<file path="config.mk">
export PLATFORM = sky130hd
export DESIGN_NAME = fp_normalize_pipe
export DESIGN_NICKNAME = d
export VERILOG_FILES = /design/src/rtl/fp_normalize_pipe_pkg.sv /design/src/rtl/fp_normalize_pipe_lshift.sv /design/src/rtl/fp_normalize_pipe.sv
export SDC_FILE = /design/constraint.sdc
export NUM_CORES = 1
export LEC_CHECK = 0
export CAP_MARGIN = 20
export CORE_MARGIN = 3
export CORE_UTILIZATION = 59
export CTS_CLUSTER_DIAMETER = 30
export CTS_CLUSTER_SIZE = 28
export DETAILED_ROUTE_END_ITERATION = 8
export PLACE_DENSITY = 0.85
export SLEW_MARGIN = 25
export SYNTH_ARGS = -nofsm -noshare
export SYNTH_HDL_FRONTEND = slang
export SYNTH_SLANG_ARGS = --single-unit
</file>
<file path="constraint.sdc">
create_clock -name clk -period 7.94 [get_ports clk]
set_input_delay 1.985 -clock clk [delete_from_list [all_inputs] [get_ports clk]]
set_output_delay 1.985 -clock clk [all_outputs]
set_load 0.01 [all_outputs]
</file>
<file path="src/rtl/fp_normalize_pipe_pkg.sv">
// Shared constants and result classification for the fp16 normalizer datapath.
`timescale 1ns/1ps
package fp16_pkg;

  localparam int MANT_W  = 11;
  localparam int EXP_W   = 5;
  localparam int EXP_MAX = 31;

  // Result class, encoded directly as the flag outputs {zero, uf, of}.
  typedef enum logic [2:0] {
    NORM   = 3'b000,
    ZERO   = 3'b100,
    DENORM = 3'b010,
    INF    = 3'b001
  } res_class_e;

endpackage

</file>
<file path="src/rtl/fp_normalize_pipe_lshift.sv">
// Combinational log-stage left shifter: 11-bit data, 4-bit amount, zero fill.
// Amounts of 11 and above shift everything out.
`timescale 1ns/1ps
module lshift_11bit (
  input  logic [10:0] data,
  input  logic [3:0]  amt,
  output logic [10:0] result
);

  logic [10:0] st0_s;
  logic [10:0] st1_s;
  logic [10:0] st2_s;

  assign st0_s  = amt[0] ? {data[9:0],  1'b0}  : data;
  assign st1_s  = amt[1] ? {st0_s[8:0], 2'b00} : st0_s;
  assign st2_s  = amt[2] ? {st1_s[6:0], 4'h0}  : st1_s;
  assign result = amt[3] ? {st2_s[2:0], 8'h00} : st2_s;

endmodule

</file>
<file path="src/rtl/fp_normalize_pipe.sv">
// Post-addition normalizer: two-stage valid/ready pipeline that renormalizes
// the raw significand sum and adjusts the biased exponent, flagging zero,
// denormal and overflow-to-infinity results.
`timescale 1ns/1ps
module fp_normalize_pipe
  import fp16_pkg::*;
(
  input  logic              clk,
  input  logic              rst_n,
  input  logic              in_valid,
  output logic              in_ready,
  input  logic [MANT_W:0]   in_sum,
  input  logic [EXP_W-1:0]  in_exp,
  output logic              out_valid,
  input  logic              out_ready,
  output logic [MANT_W-1:0] out_mant,
  output logic [EXP_W-1:0]  out_exp,
  output logic              out_zero,
  output logic              out_uf,
  output logic              out_of
);

  // Handshake / stall control
  logic              s1_adv_s;
  logic              s2_adv_s;

  // Stage 1 decode (combinational) and registers
  logic [3:0]        lz_s;
  logic [EXP_W-1:0]  e_s;
  logic              s1_valid_r;
  logic [MANT_W:0]   s1_sum_r;
  logic [EXP_W-1:0]  s1_e_r;
  logic              s1_carry_r;
  logic              s1_zero_r;
  logic [3:0]        s1_lz_r;

  // Stage 2 arithmetic (combinational) and registers
  logic [EXP_W:0]    e_ext_s;
  logic [EXP_W:0]    inc_s;
  logic [EXP_W:0]    em1_s;
  logic [EXP_W:0]    lz_ext_s;
  logic [EXP_W:0]    diff_s;
  logic              lz_fits_s;
  logic [3:0]        shamt_s;
  logic [MANT_W-1:0] shifted_s;
  logic [MANT_W-1:0] mant_s;
  logic [EXP_W-1:0]  exp_s;
  res_class_e        cls_s;
  logic              s2_valid_r;
  logic [MANT_W-1:0] s2_mant_r;
  logic [EXP_W-1:0]  s2_exp_r;
  res_class_e        s2_cls_r;

  assign s2_adv_s = !s2_valid_r || out_ready;
  assign s1_adv_s = !s1_valid_r || s2_adv_s;
  assign in_ready = s1_adv_s;

  // An exponent of 0 behaves like 1 (denormal inputs share the minimum scale).
  assign e_s = (in_exp == 5'd0) ? 5'd1 : in_exp;

  // Leading-zero count of the sum below the carry bit; the highest set bit wins.
  always_comb begin
    lz_s = 4'd0;
    for (int i = 0; i < MANT_W; i++) begin
      if (in_sum[i]) begin
        lz_s = 4'(10 - i);
      end else begin
        lz_s = lz_s;
      end
    end
  end

  // Stage 1 register: captures E, the carry/zero decode and the lz count.
  always_ff @(posedge clk or negedge rst_n) begin
    if (!rst_n) begin
      s1_valid_r <= 1'b0;
      s1_sum_r   <= 12'd0;
      s1_e_r     <= 5'd0;
      s1_carry_r <= 1'b0;
      s1_zero_r  <= 1'b0;
      s1_lz_r    <= 4'd0;
    end else if (s1_adv_s) begin
      s1_valid_r <= in_valid;
      if (in_valid) begin
        s1_sum_r   <= in_sum;
        s1_e_r     <= e_s;
        s1_carry_r <= in_sum[MANT_W];
        s1_zero_r  <= (in_sum == 12'd0);
        s1_lz_r    <= lz_s;
      end
    end
  end

  // Exponent arithmetic is one bit wider so carry and underflow never wrap.
  assign e_ext_s   = {1'b0, s1_e_r};
  assign inc_s     = e_ext_s + 6'd1;
  assign em1_s     = e_ext_s - 6'd1;
  assign lz_ext_s  = {2'b00, s1_lz_r};
  assign diff_s    = e_ext_s - lz_ext_s;
  assign lz_fits_s = (lz_ext_s <= em1_s);

  // Shift amount: full lz when the exponent can absorb it, else clamp at E-1.
  always_comb begin
    shamt_s = 4'd0;
    if (lz_fits_s) begin
      shamt_s = s1_lz_r;
    end else begin
      shamt_s = em1_s[3:0];
    end
  end

  lshift_11bit u_lshift (
    .data   (s1_sum_r[MANT_W-1:0]),
    .amt    (shamt_s),
    .result (shifted_s)
  );

  // Result selection: carry renormalize, exact zero, normal shift or denormal.
  always_comb begin
    cls_s  = NORM;
    mant_s = 11'd0;
    exp_s  = 5'd0;
    if (s1_carry_r) begin
      if (inc_s >= 6'(EXP_MAX)) begin
        cls_s = INF;
        exp_s = 5'(EXP_MAX);
      end else begin
        mant_s = s1_sum_r[MANT_W:1];
        exp_s  = inc_s[EXP_W-1:0];
      end
    end else if (s1_zero_r) begin
      cls_s = ZERO;
    end else if (lz_fits_s) begin
      mant_s = shifted_s;
      exp_s  = diff_s[EXP_W-1:0];
    end else begin
      cls_s  = DENORM;
      mant_s = shifted_s;
    end
  end

  // Stage 2 register: holds the result until downstream takes it.
  always_ff @(posedge clk or negedge rst_n) begin
    if (!rst_n) begin
      s2_valid_r <= 1'b0;
      s2_mant_r  <= 11'd0;
      s2_exp_r   <= 5'd0;
      s2_cls_r   <= NORM;
    end else if (s2_adv_s) begin
      s2_valid_r <= s1_valid_r;
      if (s1_valid_r) begin
        s2_mant_r <= mant_s;
        s2_exp_r  <= exp_s;
        s2_cls_r  <= cls_s;
      end
    end
  end

  assign out_valid = s2_valid_r;
  assign out_mant  = s2_mant_r;
  assign out_exp   = s2_exp_r;
  assign out_zero  = s2_cls_r[2];
  assign out_uf    = s2_cls_r[1];
  assign out_of    = s2_cls_r[0];

endmodule

</file>
==> flow_metrics.env, run 1 <==
export IMPL_status="finished, final reports clean"
export IMPL_dieHeight_um=77.28
export IMPL_ys_ff_latch=43
export IMPL_die_x_um=77.28
export IMPL_worstPathArrival_ns=3.18
export IMPL_highest_layer="met4"
export IMPL_hold_viol=0
export IMPL_start_util=0.6223
export IMPL_syn_inst=319
export IMPL_layout_common_cells="dfrtp_1 (43), clkdlybuf4s50_1 (40), nand2_1 (35), nor2_1 (27), mux2_2 (18)"
export IMPL_setup_violations_final=0
export IMPL_syn_area_um2=2998
export IMPL_finalNetCount=385
export IMPL_maxSlewViolCount=0
export IMPL_synth_area_mux_share=0.1031
export IMPL_num_antenna_cells=0
export IMPL_synth_compound_area_frac=0.2379
export IMPL_startpoint_type="input pin"
export IMPL_grt_pass1_vias=2393
export IMPL_rows=25
export IMPL_period_share=0.6507
export IMPL_syn_area_per_cell_um2=9.398
export IMPL_antenna_found_initial=0
export IMPL_grt_max_degree=44
export IMPL_post_cts_buffers=0
export IMPL_min_path_type="reg -> reg"
export IMPL_powerDensity_nw_per_um2=224.2
export IMPL_synth_cell_types=66
export IMPL_root_buffer="clkbuf_8"
export IMPL_clk_path_buf_depth=2
export IMPL_synthXorXnorAreaFrac=0.02003
export IMPL_drive_gt1_frac=0.1271
export IMPL_peakVddDrop_uv=176.4
export IMPL_min_from="out_exp[2]"
export IMPL_leakagePower_uw=0.001387
export IMPL_synthArstFlopShare=1.000
export IMPL_cts_tree="yes"
export IMPL_met1_length_um=3025
export IMPL_drt_pass1_iter_count=4
export IMPL_tightest_slew_ns=0.9334
export IMPL_place_gp_congestion=0.8883
export IMPL_reg2reg_slack_ns=4.12
export IMPL_clock_sinks=43
export IMPL_clock_fmax_mhz=193.6
export IMPL_synthFlopType="dfrtp_1"
export IMPL_dp_hpwl_um=5092
export IMPL_grt_pass1_wl_um=11510
export IMPL_end_kind="output port"
export IMPL_period_needed_ns=5.166
export IMPL_fin_setup_tns_ns=0
export IMPL_via_count=2607
export IMPL_rsz0062_at_grt="false"
export IMPL_postCtsHoldBufs=0
export IMPL_ant_nets=0
export IMPL_drc_errors=0
export IMPL_die_area_um2=5972
export IMPL_vias_per_cell=6.192
export IMPL_fin_cells=421
export IMPL_synth_edf_count=0
export IMPL_synthSimpleGateAreaFrac=0.1920
export IMPL_synth_warnings=0
export IMPL_syn_num_nets=351
export IMPL_slew_limit_headroom=0.3762
export IMPL_path_clk_slew_ns=0.07
export IMPL_cts_made_buffers=5
export IMPL_num_fill_cells=414
export IMPL_final_common_cell="dfrtp_1"
export IMPL_ctsResizeCount=0
export IMPL_worstPathMaxFanout=4
export IMPL_required_ns=5.96
export IMPL_synth_seq_area_share=0.3589
export IMPL_rr_startpoint="s1_e_r[0]"
export IMPL_dr_wl_met2_um=3131
export IMPL_area_growth_pct=16.90
export IMPL_wirelength_um=6721
export IMPL_drt_iter0_markers=240
export IMPL_fin_worst_skew_ns=0.004137
export IMPL_cp_startpoint="out_ready"
export IMPL_synthAdderAreaFrac=0.05175
export IMPL_h_tree_depth=2
export IMPL_wl_per_cell_um=15.96
export IMPL_core_area_um2=4817
export IMPL_dp_cells=413
export IMPL_clkLatencyLatePin_ns=0.29
export IMPL_path_class="in -> out"
export IMPL_numPortBuffers=41
export IMPL_grt_usage=0.2390
export IMPL_cap_violations=0
export IMPL_met3_length_um=458
export IMPL_synth_top_family_by_area="compound AO/OA/AOI/OAI gates"
export IMPL_io_pins=42
export IMPL_globalRouteOverflowTotal=0
-- cells in the mapped netlist, drive strengths merged, types with 5 or more instances --
cell type | number | area, um2
inv | 12 | 45.04
buf | 5 | 30.02
a21oi | 15 | 78.83
a221oi | 6 | 52.55
ha | 10 | 125.1
nor3 | 10 | 65.06
clkbuf | 9 | 33.78
mux2i | 8 | 80.08
nand3 | 5 | 30.03
a21o | 5 | 37.54
dfrtp | 43 | 1076
a31oi | 11 | 90.08
nor2 | 28 | 112.6
a32oi | 5 | 43.79
nand2b | 9 | 56.30
mux2 | 20 | 229.0
nor4 | 7 | 65.06
a2111oi | 5 | 62.56
nor2b | 5 | 31.28
a311oi | 5 | 43.79
nand2 | 35 | 131.4
o21ai | 12 | 60.06
-- power by group --
part / switching [uW] / internal, uW / leakage [uW]
clock network: 71.4 / 61.7 / 0.0000422
logic: 180 / 164 / 0.000827
registers: 48.3 / 260 / 0.000518
-- critical path, stage by stage --
cell	delay, ns
clkdlybuf4s50_1	0.46
nand3b_1	0.17
clkdlybuf4s50_1	0.56
-- routing by layer --
layer | vias to the layer above | track usage
met5 | - | 0
met4 | 0 | 0.07829
met3 | 7 | 0.04108
met2 | 91 | 0.3782
met1 | 1230 | 0.3323
li1 | 1279 | -
-- cell type report --
cell class | count | area, um2 | area share
well taps | 67 | 83.83 | 0.02392
clock buffers | 7 | 76.32 | 0.02178
repair buffers | 41 | 405.4 | 0.1157
flip-flops and latches | 43 | 1076 | 0.3070
clock inverters | 1 | 5.005 | 0.001428
inverters | 12 | 45.04 | 0.01285
multi-input cells | 250 | 1813 | 0.5173
-- final timing paths --
kind,end,depth (start not counted)
worst min register to register,out_exp[2],1
worst max register to register,out_mant[7],10
max in group asynchronous,s1_valid_r,1
worst min-delay path,out_exp[2],1
min in group asynchronous,out_mant[1],1
worst max-delay path,in_ready,3
-- cells by family (layout without fill, tap and decap cells) --
family,count (synthesis),count (layout)
AOI/OAI and AO/OA,93,93
xor gates and xnor gates,6,6
adders and majority gates,12,12
buffers and inverters,26,61
DFF,43,43
muxes,28,28
and+or+nand+nor,111,111
-- sequential cells by signal, summed over array words and instances, names as in the netlist --
| name | count |
|---|---|
| s1_e_r | 5 |
| out_mant | 11 |
| s1_zero_r | 1 |
| out_exp | 5 |
| out_valid | 1 |
| s1_lz_r | 4 |
| s2_cls_r | 3 |
| s1_valid_r | 1 |
| s1_sum_r | 12 |
-- per-stage QoR --
| stage | utilization | hold WS (ns) | worst slack (ns) | total power (uW) | area, um2 |
|---|---|---|---|---|---|
| final | 0.7275 | 0.4782 | 2.774 | 785.7 | 3505 |
| after global routing | 0.7275 | 0.4957 | 2.721 | 837.0 | 3505 |
| after CTS | 0.7275 | 0.4818 | 2.765 | 788.1 | 3505 |
| after detailed placement | 0.7106 | 0.4650 | 2.770 | 653.8 | 3423 |
| after global placement | 0.7106 | 0.4630 | 2.792 | 643.0 | 3423 |
| after floorplan | - | 0.4711 | 3.740 | 534.3 | 2998 |
Note: power is estimated with default switching activity, not from simulation.
==> run 2: changes to the inputs <==
CORE_UTILIZATION = 50   (was 59)
PLACE_DENSITY = 0.77   (was 0.85)
clock period = 4.4 ns   (was 7.94 ns; I/O delays follow)
==> run 2 against run 1 <==
Effect of this change: sequential share of layout area is 0.61 points lower; largest power group unchanged; clock power grew to 2.8 times the previous value; wire length is 7.6% higher; non-clock buffer count is 1 higher; highest routed layer unchanged; die area is 17% higher.
==> flow_metrics.env, run 2 (synthesis results as in run 1) <==
export IMPL_worstPathArrival_ns=3.92
export IMPL_peakVddDrop_uv=220.7
export IMPL_required_ns=4.56
export IMPL_design_area_um2=3576
export IMPL_drc_errors=0
export IMPL_area_growth_pct=19.28
export IMPL_startpoint_type="register"
export IMPL_top_register="s1_sum_r"
export IMPL_hold_viol=0
export IMPL_num_fill_cells=482
export IMPL_multi_input_area_um2=1813
export IMPL_ant_nets=0
export IMPL_die_x_um=83.43
export IMPL_clkLatencyLatePin_ns=0.31
export IMPL_finalNetCount=386
export IMPL_io_pins=42
export IMPL_path_clk_slew_ns=0.08
export IMPL_worstPathMaxFanout=14
export IMPL_root_buffer="clkbuf_8"
export IMPL_dp_cells=419
export IMPL_setup_violations_final=0
export IMPL_final_common_cell="dfrtp_1"
export IMPL_tightest_slew_ns=0.9533
export IMPL_clk_path_buf_depth=2
export IMPL_grt_pass1_wl_um=12770
export IMPL_period_needed_ns=3.756
export IMPL_powerDensity_nw_per_um2=434.8
export IMPL_rows=27
export IMPL_place_ws_ns=0.6937
export IMPL_antenna_found_initial=0
export IMPL_drt_pass1_iter_count=5
export IMPL_h_tree_depth=2
export IMPL_seq_area_um2=1076
export IMPL_fin_cells=427
export IMPL_globalRouteOverflowTotal=0
export IMPL_start_util=0.5314
export IMPL_min_path_type="reg -> reg"
export IMPL_grt_max_degree=44
export IMPL_post_cts_buffers=0
export IMPL_wl_per_cell_um=16.94
export IMPL_num_antenna_cells=0
export IMPL_clock_sinks=43
export IMPL_maxSlewViolCount=0
export IMPL_vias_per_cell=6.297
export IMPL_leakagePower_uw=0.001415
export IMPL_end_kind="register"
export IMPL_drive_gt1_frac=0.1352
export IMPL_path_class="reg -> reg"
export IMPL_wirelength_um=7235
export IMPL_dp_hpwl_um=5439
export IMPL_via_count=2689
export IMPL_postCtsHoldBufs=0
export IMPL_layout_common_cells="dfrtp_1 (43), clkdlybuf4s50_1 (40), nand2_1 (35), nor2_1 (27), mux2_2 (18)"
export IMPL_cap_violations=0
export IMPL_post_dp_cell_area_um2=3437
export IMPL_ctsResizeCount=0
export IMPL_numPortBuffers=41
export IMPL_largest_register_ff_count=12
export IMPL_fin_setup_tns_ns=0
export IMPL_rsz0062_at_grt="false"
export IMPL_status="finished, final reports clean"
export IMPL_fin_worst_skew_ns=0.01029
export IMPL_dieHeight_um=83.43
export IMPL_finalWorstSetupSlack_ns=0.6443
export IMPL_place_gp_congestion=0.8988
export IMPL_grt_usage=0.2207
export IMPL_core_area_um2=5642
export IMPL_period_share=0.8536
export IMPL_drt_iter0_markers=214
export IMPL_clock_fmax_mhz=266.3
export IMPL_cts_made_buffers=5
export IMPL_slew_limit_headroom=0.3629
export IMPL_grt_pass1_vias=2626
export IMPL_die_area_um2=6961
export IMPL_cts_tree="yes"
run 2: cell types whose count changed in the layout (fill, tap and decap cells not counted), sizes merged:
cell,delta
clkbuf,-2
buf,+1
clkinv,-1
bufinv,+2
clkinvlp,+1
run 2: path summary, 6_finish.rpt:
check / start / to / slack [ns] / cells past startpoint
min in group asynchronous: rst_n / out_exp[4] / 0.77 / 1
hold reg to reg: out_exp[1] / out_exp[1] / 0.48 / 2
setup reg to reg: s1_e_r[0] / out_mant[10] / 0.64 / 10
hold / removal: out_exp[1] / out_exp[1] / 0.48 / 2
setup / recovery: s1_e_r[0] / out_mant[10] / 0.64 / 10
max in group asynchronous: rst_n / s1_e_r[2] / 3.24 / 1
run 2: layer usage:
metal,vias to the layer above,GRT usage,routed length (um),part of all wire
li1,1266,-,-,-
met1,1302,0.3061,3261,0.45
met2,104,0.3520,3364,0.46
met3,17,0.04067,468,0.065
met4,0,0.06579,141,0.019
met5,-,0,0,0
run 2: layout make-up:
type,count,area share
multi-input cells,250,0.5070
flip-flops and latches,43,0.3009
repair buffers,42,0.1162
well taps,72,0.02519
clock buffers,5,0.01924
clock inverters,3,0.01889
inverters,12,0.01260
run 2: report_power, final:
group	leakage [uW]	total, uW	internal, uW	switching [uW]
combinational	0.000832	630	297	333
sequential	0.000518	557	469	88.0
clock	0.0000644	368	226	142
run 2: metrics by stage:
step	total power (uW)	hold WS, ns	utilization
3_3_place_gp	1168	0.4599	0.6092
6_report	1555	0.4824	0.6338
5_1_grt	1654	0.5123	0.6338
3_5_place_dp	1186	0.4730	0.6092
2_1_floorplan	964.1	0.4711	-
4_1_cts	1556	0.4916	0.6334
run 2: worst max-delay path, cell delays in order (launching register included):
cell and delay [ns]:
dfrtp_1 0.48, inv_1 0.20, ha_1 0.50, ha_1 0.31
a211o_1 0.32, a31oi_2 0.48, nor4_4 0.12, nor2_4 0.41
mux2_2 0.42, a221oi_1 0.30, a311oi_1 0.09
